<file path="src/rtl/sine_rom_sequencer.sv">
// sine_rom_sequencer: phase-accumulator read sequencer for a synchronous sine ROM
module sine_rom_sequencer #(
  parameter int WIDTH   = 32,
  parameter int DEPTH   = 64,
  parameter int PHASE_W = 16
) (
  input  logic                     clk,
  input  logic                     rst,
  input  logic                     start,
  input  logic                     stop,
  input  logic [PHASE_W-1:0]       step,
  input  logic                     tick,
  output logic                     rom_en,
  output logic [$clog2(DEPTH)-1:0] rom_addr,
  input  logic [WIDTH-1:0]         rom_data,
  output logic [WIDTH-1:0]         sample,
  output logic                     sample_valid,
  output logic                     wrap,
  output logic                     busy
);
  localparam int AW = $clog2(DEPTH);
  typedef enum logic [1:0] {IDLE, RUN, STOPPING} state_t;
  state_t state_q, state_d;
  logic [PHASE_W-1:0] step_q, step_d, phase_q, phase_d;
  logic [PHASE_W:0] sum_w;
  logic wpend_q, wpend_d;
  logic rom_en_q, rom_en_d;
  logic [AW-1:0] rom_addr_q, rom_addr_d;
  logic iss_w_q, iss_w_d, ret_v_q, ret_v_d, ret_w_q, ret_w_d;
  logic [WIDTH-1:0] sample_q, sample_d;
  logic sample_valid_q, sample_valid_d, wrap_q, wrap_d, busy_q, busy_d;
  assign sum_w = {1'b0, phase_q} + {1'b0, step_q};
  // Next-state: control FSM, phase advance on tick, and the issue/return tag pipeline (rom_en_q is the issue-stage valid)
  always_comb begin
    state_d        = state_q;
    step_d         = step_q;
    phase_d        = phase_q;
    wpend_d        = wpend_q;
    rom_en_d       = 1'b0;
    rom_addr_d     = rom_addr_q;
    iss_w_d        = iss_w_q;
    ret_v_d        = rom_en_q;
    ret_w_d        = iss_w_q;
    sample_d       = ret_v_q ? rom_data : sample_q;
    sample_valid_d = ret_v_q;
    wrap_d         = ret_v_q & ret_w_q;
    case (state_q)
      IDLE: if (start && !stop) begin
        state_d = RUN;
        step_d  = step;
        phase_d = '0;
        wpend_d = 1'b1;
      end
      RUN: if (stop) begin
        state_d = STOPPING;
      end else if (start) begin
        step_d  = step;
        phase_d = '0;
        wpend_d = 1'b1;
      end else if (tick) begin
        rom_en_d   = 1'b1;
        rom_addr_d = phase_q[PHASE_W-1 -: AW];
        iss_w_d    = wpend_q;
        phase_d    = sum_w[PHASE_W-1:0];
        wpend_d    = sum_w[PHASE_W];
      end
      STOPPING: if (!rom_en_q && !ret_v_q) state_d = IDLE;
      default: state_d = IDLE;
    endcase
    busy_d = state_d != IDLE;
  end
  // State and registered outputs; async reset discards anything in flight
  always_ff @(posedge clk or posedge rst) begin
    if (rst) begin
      state_q        <= IDLE;
      step_q         <= '0;
      phase_q        <= '0;
      wpend_q        <= 1'b0;
      rom_en_q       <= 1'b0;
      rom_addr_q     <= '0;
      iss_w_q        <= 1'b0;
      ret_v_q        <= 1'b0;
      ret_w_q        <= 1'b0;
      sample_q       <= '0;
      sample_valid_q <= 1'b0;
      wrap_q         <= 1'b0;
      busy_q         <= 1'b0;
    end else begin
      state_q        <= state_d;
      step_q         <= step_d;
      phase_q        <= phase_d;
      wpend_q        <= wpend_d;
      rom_en_q       <= rom_en_d;
      rom_addr_q     <= rom_addr_d;
      iss_w_q        <= iss_w_d;
      ret_v_q        <= ret_v_d;
      ret_w_q        <= ret_w_d;
      sample_q       <= sample_d;
      sample_valid_q <= sample_valid_d;
      wrap_q         <= wrap_d;
      busy_q         <= busy_d;
    end
  end
  assign rom_en       = rom_en_q;
  assign rom_addr     = rom_addr_q;
  assign sample       = sample_q;
  assign sample_valid = sample_valid_q;
  assign wrap         = wrap_q;
  assign busy         = busy_q;
endmodule

</file>
<file path="config.mk">
export PLATFORM = sky130hd
export DESIGN_NAME = sine_rom_sequencer
export DESIGN_NICKNAME = d
export VERILOG_FILES = /design/src/rtl/sine_rom_sequencer.sv
export SDC_FILE = /design/constraint.sdc
export NUM_CORES = 1
export LEC_CHECK = 0
export ABC_AREA = 1
export BUFFER_PORTS_ARGS = -buffer_cell sky130_fd_sc_hd__buf_2
export CAP_MARGIN = 0
export CORE_MARGIN = 4
export CORE_UTILIZATION = 54
export CTS_CLUSTER_DIAMETER = 60
export CTS_CLUSTER_SIZE = 25
export DETAILED_ROUTE_END_ITERATION = 10
export PLACE_DENSITY = 0.8
export SYNTH_ARGS = -nofsm -noshare
export SYNTH_HDL_FRONTEND = slang
export SYNTH_SLANG_ARGS = --single-unit
</file>
<file path="constraint.sdc">
create_clock -name clk -period 2.9 [get_ports clk]
set_input_delay 0.145 -clock clk [delete_from_list [all_inputs] [get_ports clk]]
set_output_delay 0.145 -clock clk [all_outputs]
set_load 0.02 [all_outputs]
</file>
==> impl_results.md, run 1 <==
- Status: finished clean
- Core box area: 7210 um2
- Post-layout util: between 70% and 80%
- Num ports: 95
- Final HPWL DP: 6.36 mm
- Crit path launch type: flop
- Port Buffers: 94
- Worst EP required: between 3 and 4 ns
- Share of layout cells above drive strength 1: 20.8%
- N_diodes: 0
- Seq cells post-synth: 80
- Post-synth EDFFs: 0
- WS Path Type: reg2reg
- Pwr per Cell Area: 702 nW/um2
- Worst skew pair latency: between 0.3 and 0.4 ns
- FF-to-FF setup slack: 1.11 ns
- Avg WL per Cell: 13.0 um
- Critical Path AT: approximately 2.0 ns
- Die span in y: 94.1 um
- Root buffer cell: clkbuf_8
- Primary FF master, synth: dfrtp_1
- Cell depth of the worst flop-to-flop path: 11
- Part of the cycle the worst path needs: 61.7%
- Slew @ Worst Pin: 0.872 ns
- CTS tree: built
- Initial antenna violation count: 0
- Post-Syn Area: 4000 um2
- Largest net degree at the start of global routing: 47
- Post-CTS Hold Buffers: 30
- Fin crit period: 1.79 ns
- Area Overhead vs Synth: 27.2%
- Worst setup path startpoint: step_q[0]
- Crit path capture: phase_q[14]
- Site Rows: 31
- DRT iter0 DRCs: around 170
- Number of global-route vias before repair: 3,435
- H-tree depth: 3
- Initial core utilization: between 50% and 60%
- Share of flip-flops with an asynchronous set or reset: 100%
- Crit. End Element: flop
- Synth Instances: 487
- Synth warnings: 0
- RR Startpoint: step_q[0]
- Clock Path Buffers: 2
- Clock Skew: slightly above 0.009 ns
- RSZ-0062 raised after global routing: no
- Setup bufs post-CTS: 0
- Clock sinks: 80
- Sequential share of the synthesized area: 50.1%
- Multi-input logic area: approximately 1700 um2
- Total GRT Usage: 22.3%
- DR DRC count: 0
- Netlist cell types: 28
- Leak pwr: 2.88 nW
- CTS buffer count: 9
- Cts repair resizes: 0
- Reg2reg end: phase_q[14]
- Mean area per synthesized cell: 8.21 um2
- First-pass GRT wire length: 15.6 mm
- Synth Net Count: 557
- Filler instances: 544
- Setup_tns: 0 ns
- Routed WL: approximately 9.4 mm
- Via Count: 3,536
- Antenna Nets Post-Route: 0
- RePlAce Congestion: between 0.8 and 0.9
- Die W: between 90 and 100 um
- VDD IR max: 0.000320 V
- Aggregate global routing overflow: 0
- Max_cap viols: 0
- Max Slew Vio Count: 0
- Worst hold path type: in2reg
- Nets: between 600 and 700
- Fin. Hold Viols: 0
- Top fanout value on the critical path: 4
- Endpoints failing setup: 0
- DR vias/cell: between 4 and 5
- Relative slew slack: between 40% and 50%
- Drt pass-1 iters: 5
- Fin Hold WS: just under 0.006 ns
- DIE AREA: 8850 um2
- Reg area: around 2000 um2
- Clock transition at path regs: 0.08 ns
- Fmax: 0.559 GHz
area by class of cell:
class                           count  share of cell area (%)
Clock buffer                        9                    2.44
Clock inverter                      6                    1.85
Inverter                           50                    3.72
Multi-Input combinational cell    345                    34.3
Sequential cell                    80                    39.4
Tap cell                           99                    2.44
Timing Repair Buffer              129                    15.9
worst min-delay path by stage:
stage	from	end	slack, ns	cells past startpoint
finish	step[8]	step_q[8]	0.006	2
global route	rom_data[2]	sample[2]	0.002	3
CTS	step[8]	step_q[8]	0.0002	2
floorplan	rom_data[0]	sample[0]	0.26	2
detailed placement	rst	sample[28]	0.29	2
global placement	rst	sample[23]	0.29	2
worst max-delay path, stage by stage (launching register included):
cell     delay [ns]
dfrtp_1        0.37
ha_1           0.18
inv_1          0.06
fa_1           0.41
inv_1          0.10
nand2_1        0.07
nand3_1        0.17
nand2_1        0.11
nand2_1        0.08
nand2_1        0.05
nand3_1        0.06
nand2_1        0.05
metrics by stage:
| step | area [um2] | setup slack (ns) | power [mW] | cells |
|---|---|---|---|---|
| after detailed placement | 4560 | 1.17 | 2.65 | 672 |
| after CTS | 5070 | 1.13 | 3.58 | 717 |
| after global routing | 5080 | 0.932 | 3.80 | 718 |
| after floorplan | 4000 | 0.703 | 2.30 | 487 |
| final | 5080 | 1.11 | 3.57 | 718 |
| after global placement | 4560 | 1.25 | 2.61 | 672 |
cells in the final DEF (no fill, tap or decap), drive strengths merged:
cell type    instances
or2                  1
buf                 98
o21ai                8
dlygate4sd3         31
ha                  16
clkinvlp             1
bufinv               2
nand3b               4
clkbuf               9
nand4                2
nor3                 5
o211ai               1
mux2                15
dfrtp               80
xnor2                1
nand2              232
o31ai                2
nand3               21
xor2                 2
fa                   1
a21oi               10
nor2                24
inv                 50
clkinv               3
power breakdown:
| part | switching [mW] | leakage (nW) | internal (mW) |
|---|---|---|---|
| logic | 0.746 | 1.77 | 0.432 |
| clock network | 0.406 | 0.106 | 0.486 |
| registers | 0.136 | 0.998 | 1.36 |
| total | 1.29 | 2.88 | 2.28 |
Yosys cell counts (3+ instances only):
library cell	instances	area [um2]
a21oi_1	10	50.1
buf_2	3	15.0
clkbuf_1	6	22.5
dfrtp_1	80	2000
ha_1	16	200
inv_1	48	180
mux2_1	9	101
mux2_4	6	90.1
nand2_1	229	860
nand3_1	21	105
nand3b_1	3	22.5
nor2_1	23	86.3
nor3_1	5	25.0
o21ai_1	8	40.0
flip-flops by register name, indices dropped and copies added (netlist names), 2 cells and up:
name / flops
phase_q: 16
rom_addr: 6
step_q: 16
state_q: 2
sample: 32
cell families (layout without fill, tap and decap cells):
family | count (synthesis) | in the layout | synth area share [%]
multiplexers | 15 | 15 | 4.79
flip-flops | 80 | 80 | 50.1
AND/OR/NAND/NOR | 289 | 289 | 29.1
AO/OA/AOI/OAI | 21 | 21 | 3.50
buffers and inverters | 62 | 194 | 6.38
adder cells (fa/ha/maj) | 17 | 17 | 5.51
XOR/XNOR | 3 | 3 | 0.657
layer usage:
metal / global-route usage (%) / vias up / wire length (um)
li1: - / 1764 / -
met1: 27.8 / 1629 / 4100
met2: 38.3 / 131 / 4520
met3: 5.61 / 12 / 610
met4: 6.62 / 0 / 133
met5: 0 / - / 0
Power figures use the tool's default switching activity.
==> run 2, diff against run 1 <==
--- a/config.mk
+++ b/config.mk
@@ -5,15 +5,15 @@
 export SDC_FILE = /design/constraint.sdc
 export NUM_CORES = 1
 export LEC_CHECK = 0
-export ABC_AREA = 1
+export ABC_AREA = 0
 export BUFFER_PORTS_ARGS = -buffer_cell sky130_fd_sc_hd__buf_2
 export CAP_MARGIN = 0
 export CORE_MARGIN = 4
-export CORE_UTILIZATION = 54
+export CORE_UTILIZATION = 48
 export CTS_CLUSTER_DIAMETER = 60
 export CTS_CLUSTER_SIZE = 25
 export DETAILED_ROUTE_END_ITERATION = 10
-export PLACE_DENSITY = 0.8
+export PLACE_DENSITY = 0.76
 export SYNTH_ARGS = -nofsm -noshare
 export SYNTH_HDL_FRONTEND = slang
 export SYNTH_SLANG_ARGS = --single-unit
==> constraint.sdc (replaced) <==
create_clock -name clk -period 1.6 [get_ports clk]
set_input_delay 0.08 -clock clk [delete_from_list [all_inputs] [get_ports clk]]
set_output_delay 0.08 -clock clk [all_outputs]
set_load 0.02 [all_outputs]
==> run 2 against run 1 <==
Effect of this change:
- the run now ends with negative setup slack left
- clock power grew 86%
- global-route usage rose by 2.8 points
- critical path depth decreased by 5
- sequential power is 81% higher
- power grew 98%
- flip-flop and latch count stayed put
- non-clock buffer count rose by 94
- fmax shrank 15%
- synthesized area is 6.1% lower
- hold slack better by 0.040 ns
- largest cell class is now multi-input gates
==> impl_results.md, run 2 <==
- Routed WL: 11.9 mm
- Core box area: 7410 um2
- Fin crit period: 2.10 ns
- Synth warnings: 0
- Worst hold path type: in2reg
- Initial antenna violation count: 0
- Largest net degree at the start of global routing: 81
- Clock Path Buffers: 2
- Power after layout: 7.08 mW
- Total GRT Usage: 25.1%
- Status: finished, violations left
- Area Overhead vs Synth: 64.4%
- Reg area: 2000 um2
- Largest register FFs: 32
- Synth Instances: 325
- Most common cell after layout, fill and taps aside: buf_2
- Reg power frac: 38.3%
- Part of the cycle the worst path needs: 131%
- Avg WL per Cell: 18.3 um
- Synth top area share: 53.3%
- Pwr per Cell Area: 1150 nW/um2
- Stages on worst setup path: 6
- Mean area per synthesized cell: 11.6 um2
- Filler instances: 355
- Endpoints failing setup: 22
- Site Rows: 31
- Seq cells post-synth: 80
- Internal: 4.63 mW
- Post-layout util: 83.3%
- Post-route setup slack: -0.503 ns
- VDD IR max: 0.000604 V
- Worst skew pair latency: roughly 0.36 ns
- Max Slew Vio Count: 0
- Drt pass-1 iters: 5
- Critical Path AT: 2.35 ns
- Via Count: 3,526
- Sw Pwr: 2.45 mW
- Net Sw Frac: 34.6%
- Number of global-route vias before repair: 3,546
- CTS buffer count: 9
- Post-synth EDFFs: 0
- First-pass GRT wire length: 17.6 mm
- Top fanout value on the critical path: 2
- Root buffer cell: clkbuf_8
- Pre-CTS setup slack: -0.544 ns
- DR vias/cell: ~5.4
- Primary FF master, synth: dfrtp_1
- Relative slew slack: approximately 73%
- Num ports: between 90 and 100
- DR DRC count: 0
- Port Buffers: 94
- Largest cells by area after synthesis: dfrtp_1 (53%), mux2_2 (14%), ha_1 (5.3%), nand2_1 (4.0%), o21ai_0 (2.3%)
- Cell depth of the worst flop-to-flop path: 6
- Critical Path Slowest Stage Cell: dfrtp_1
- Final HPWL DP: between 6 and 7 mm
- CP top delay family: compound AO/OA/AOI/OAI gates
- Gate power share: 38.3%
- Aggregate global routing overflow: 0
- Post-Syn Area: about 3800 um2
- Initial core utilization: slightly above 50%
- CP peak stage delay: 0.42 ns
- Multi-input logic area: 2060 um2
- Area leader, netlist: dfrtp_1
- H-tree depth: 3
- DIE AREA: 9300 um2
- Netlist cell types: between 40 and 50
- CP cell instances: ha_4, a21o_1, a31o_2, a211o_1, or3_1, a32o_1
- Clock Skew: 0.00990 ns
- Share of layout cells above drive strength 1: 54.2%
- Failing checks: negative setup slack
- Clock power frac: 23.4%
- Crit. End Element: flop
- Fin. Hold Viols: 0
- Sequential share of the synthesized area: between 50% and 60%
- RePlAce Congestion: roughly 0.9
- Synth Net Count: 395
- CTS tree: built
- Clock sinks: 80
- Worst Hold Path Cells: 3
- Slew @ Worst Pin: 0.402 ns
- RSZ-0062 raised after global routing: yes
- Antenna Nets Post-Route: 0
- Commonest non-fill, non-tap cells in the layout: buf_2 (94), dfrtp_1 (80), buf_4 (58)
- Top post-synthesis cells by count: dfrtp_1 (80), mux2_2 (48), nand2_1 (40)
- N_diodes: 0
- Max_cap viols: 0
- Share of flip-flops with an asynchronous set or reset: 100%
- Buf/Inv on CP: 0
- Die W: 96.4 um
- Crit path launch type: flop
- WS Path Type: reg2reg
- Fmax: 0.475 GHz
- Nets: 615
- Worst EP required: 1.85 ns
- DRT iter0 DRCs: 137
- Most frequent cell after synthesis: dfrtp_1
- Leak pwr: around 3 nW
- Fin Hold WS: 0.0455 ns
- Clock transition at path regs: ~0.090 ns
- Die span in y: 96.4 um
-- run 2: cell count changes after synthesis, moves of 8 or more --
cell,before,now
nand2_1,229,40
mux2_2,0,48
inv_1,48,12
o21ai_0,0,17
nor2_1,23,7
nand3_1,21,7
mux2_1,9,0
o21ai_1,8,0
-- run 2: power groups by stage --
stage                     registers (mW)  clock network [mW]  logic, mW
after floorplan                     2.98                   0       1.04
after global placement              2.65                   0       2.16
after detailed placement            2.68                   0       2.20
after CTS                           2.64                1.67       2.45
after global routing                2.74                1.77       2.90
final                               2.71                1.66       2.71
-- run 2: path summary, 6_finish.rpt --
path / slack, ns / to / from
max in group asynchronous: 0.90 / phase_q[13] / rst
hold reg to reg: 0.41 / ret_w_q / iss_w_q
hold / removal: 0.05 / state_q[0] / stop
min in group asynchronous: 0.38 / sample[3] / rst
setup / recovery: -0.50 / phase_q[14] / phase_q[7]
setup reg to reg: -0.50 / phase_q[14] / phase_q[7]
-- run 2: through the flow --
stage / setup TNS (ns) / instance area [um2] / instances
2_1_floorplan: -2.82 / 3970 / 325
3_3_place_gp: -5.28 / 4970 / 565
3_5_place_dp: -5.73 / 4970 / 565
4_1_cts: -5.55 / 5930 / 643
5_1_grt: -7.24 / 6170 / 649
6_report: -5.63 / 6170 / 649
-- run 2: metal layers --
| metal | global-route usage, % | wire, um |
|---|---|---|
| met2 | 43.7 | 6080 |
| met4 | 8.88 | 268 |
| met5 | 0 | 0 |
| met3 | 4.73 | 879 |
| met1 | 31.2 | 4650 |
-- run 2: timing repair --
item | in CTS | in global routing
gates cloned | 1 | 1
buffers inserted | 12 | 11
gates resized for setup | 45 | 36
hold endpoints to repair | 128 | 0
endpoints found under the setup margin | 23 | 23
hold buffers | 49 | 0
pin swaps | 24 | 21
-- run 2: layout make-up --
| cell class | instances | share of cell area, % |
|---|---|---|
| multi-input cells | 218 | 33.4 |
| flip-flops and latches | 80 | 32.4 |
| repair buffers | 223 | 27.6 |
| clock buffers | 10 | 2.07 |
| well taps | 99 | 2.01 |
| clock inverters | 6 | 1.46 |
| inverters | 13 | 0.973 |
-- run 2: kinds of logic (layout without fill, tap and decap cells) --
kind of cell               count (synthesis)  count (layout)  synth area share [%]
muxes                                     50              50                  14.9
AOI/OAI and AO/OA                         61              61                  10.6
xor gates and xnor gates                   8               8                  1.87
DFF                                       80              80                  53.3
and+or+nand+nor                           82              82                  10.6
buffers and inverters                     27             252                  2.77
adders and majority gates                 17              17                  5.86
-- run 2: worst reg2reg max path, delay by kind of cell, from the launching register on --
family,cells,cell delay (ns)
AO/OA/AOI/OAI,4,0.96
flip-flops,1,0.42
AND/OR/NAND/NOR,1,0.36
adder cells (fa/ha/maj),1,0.25
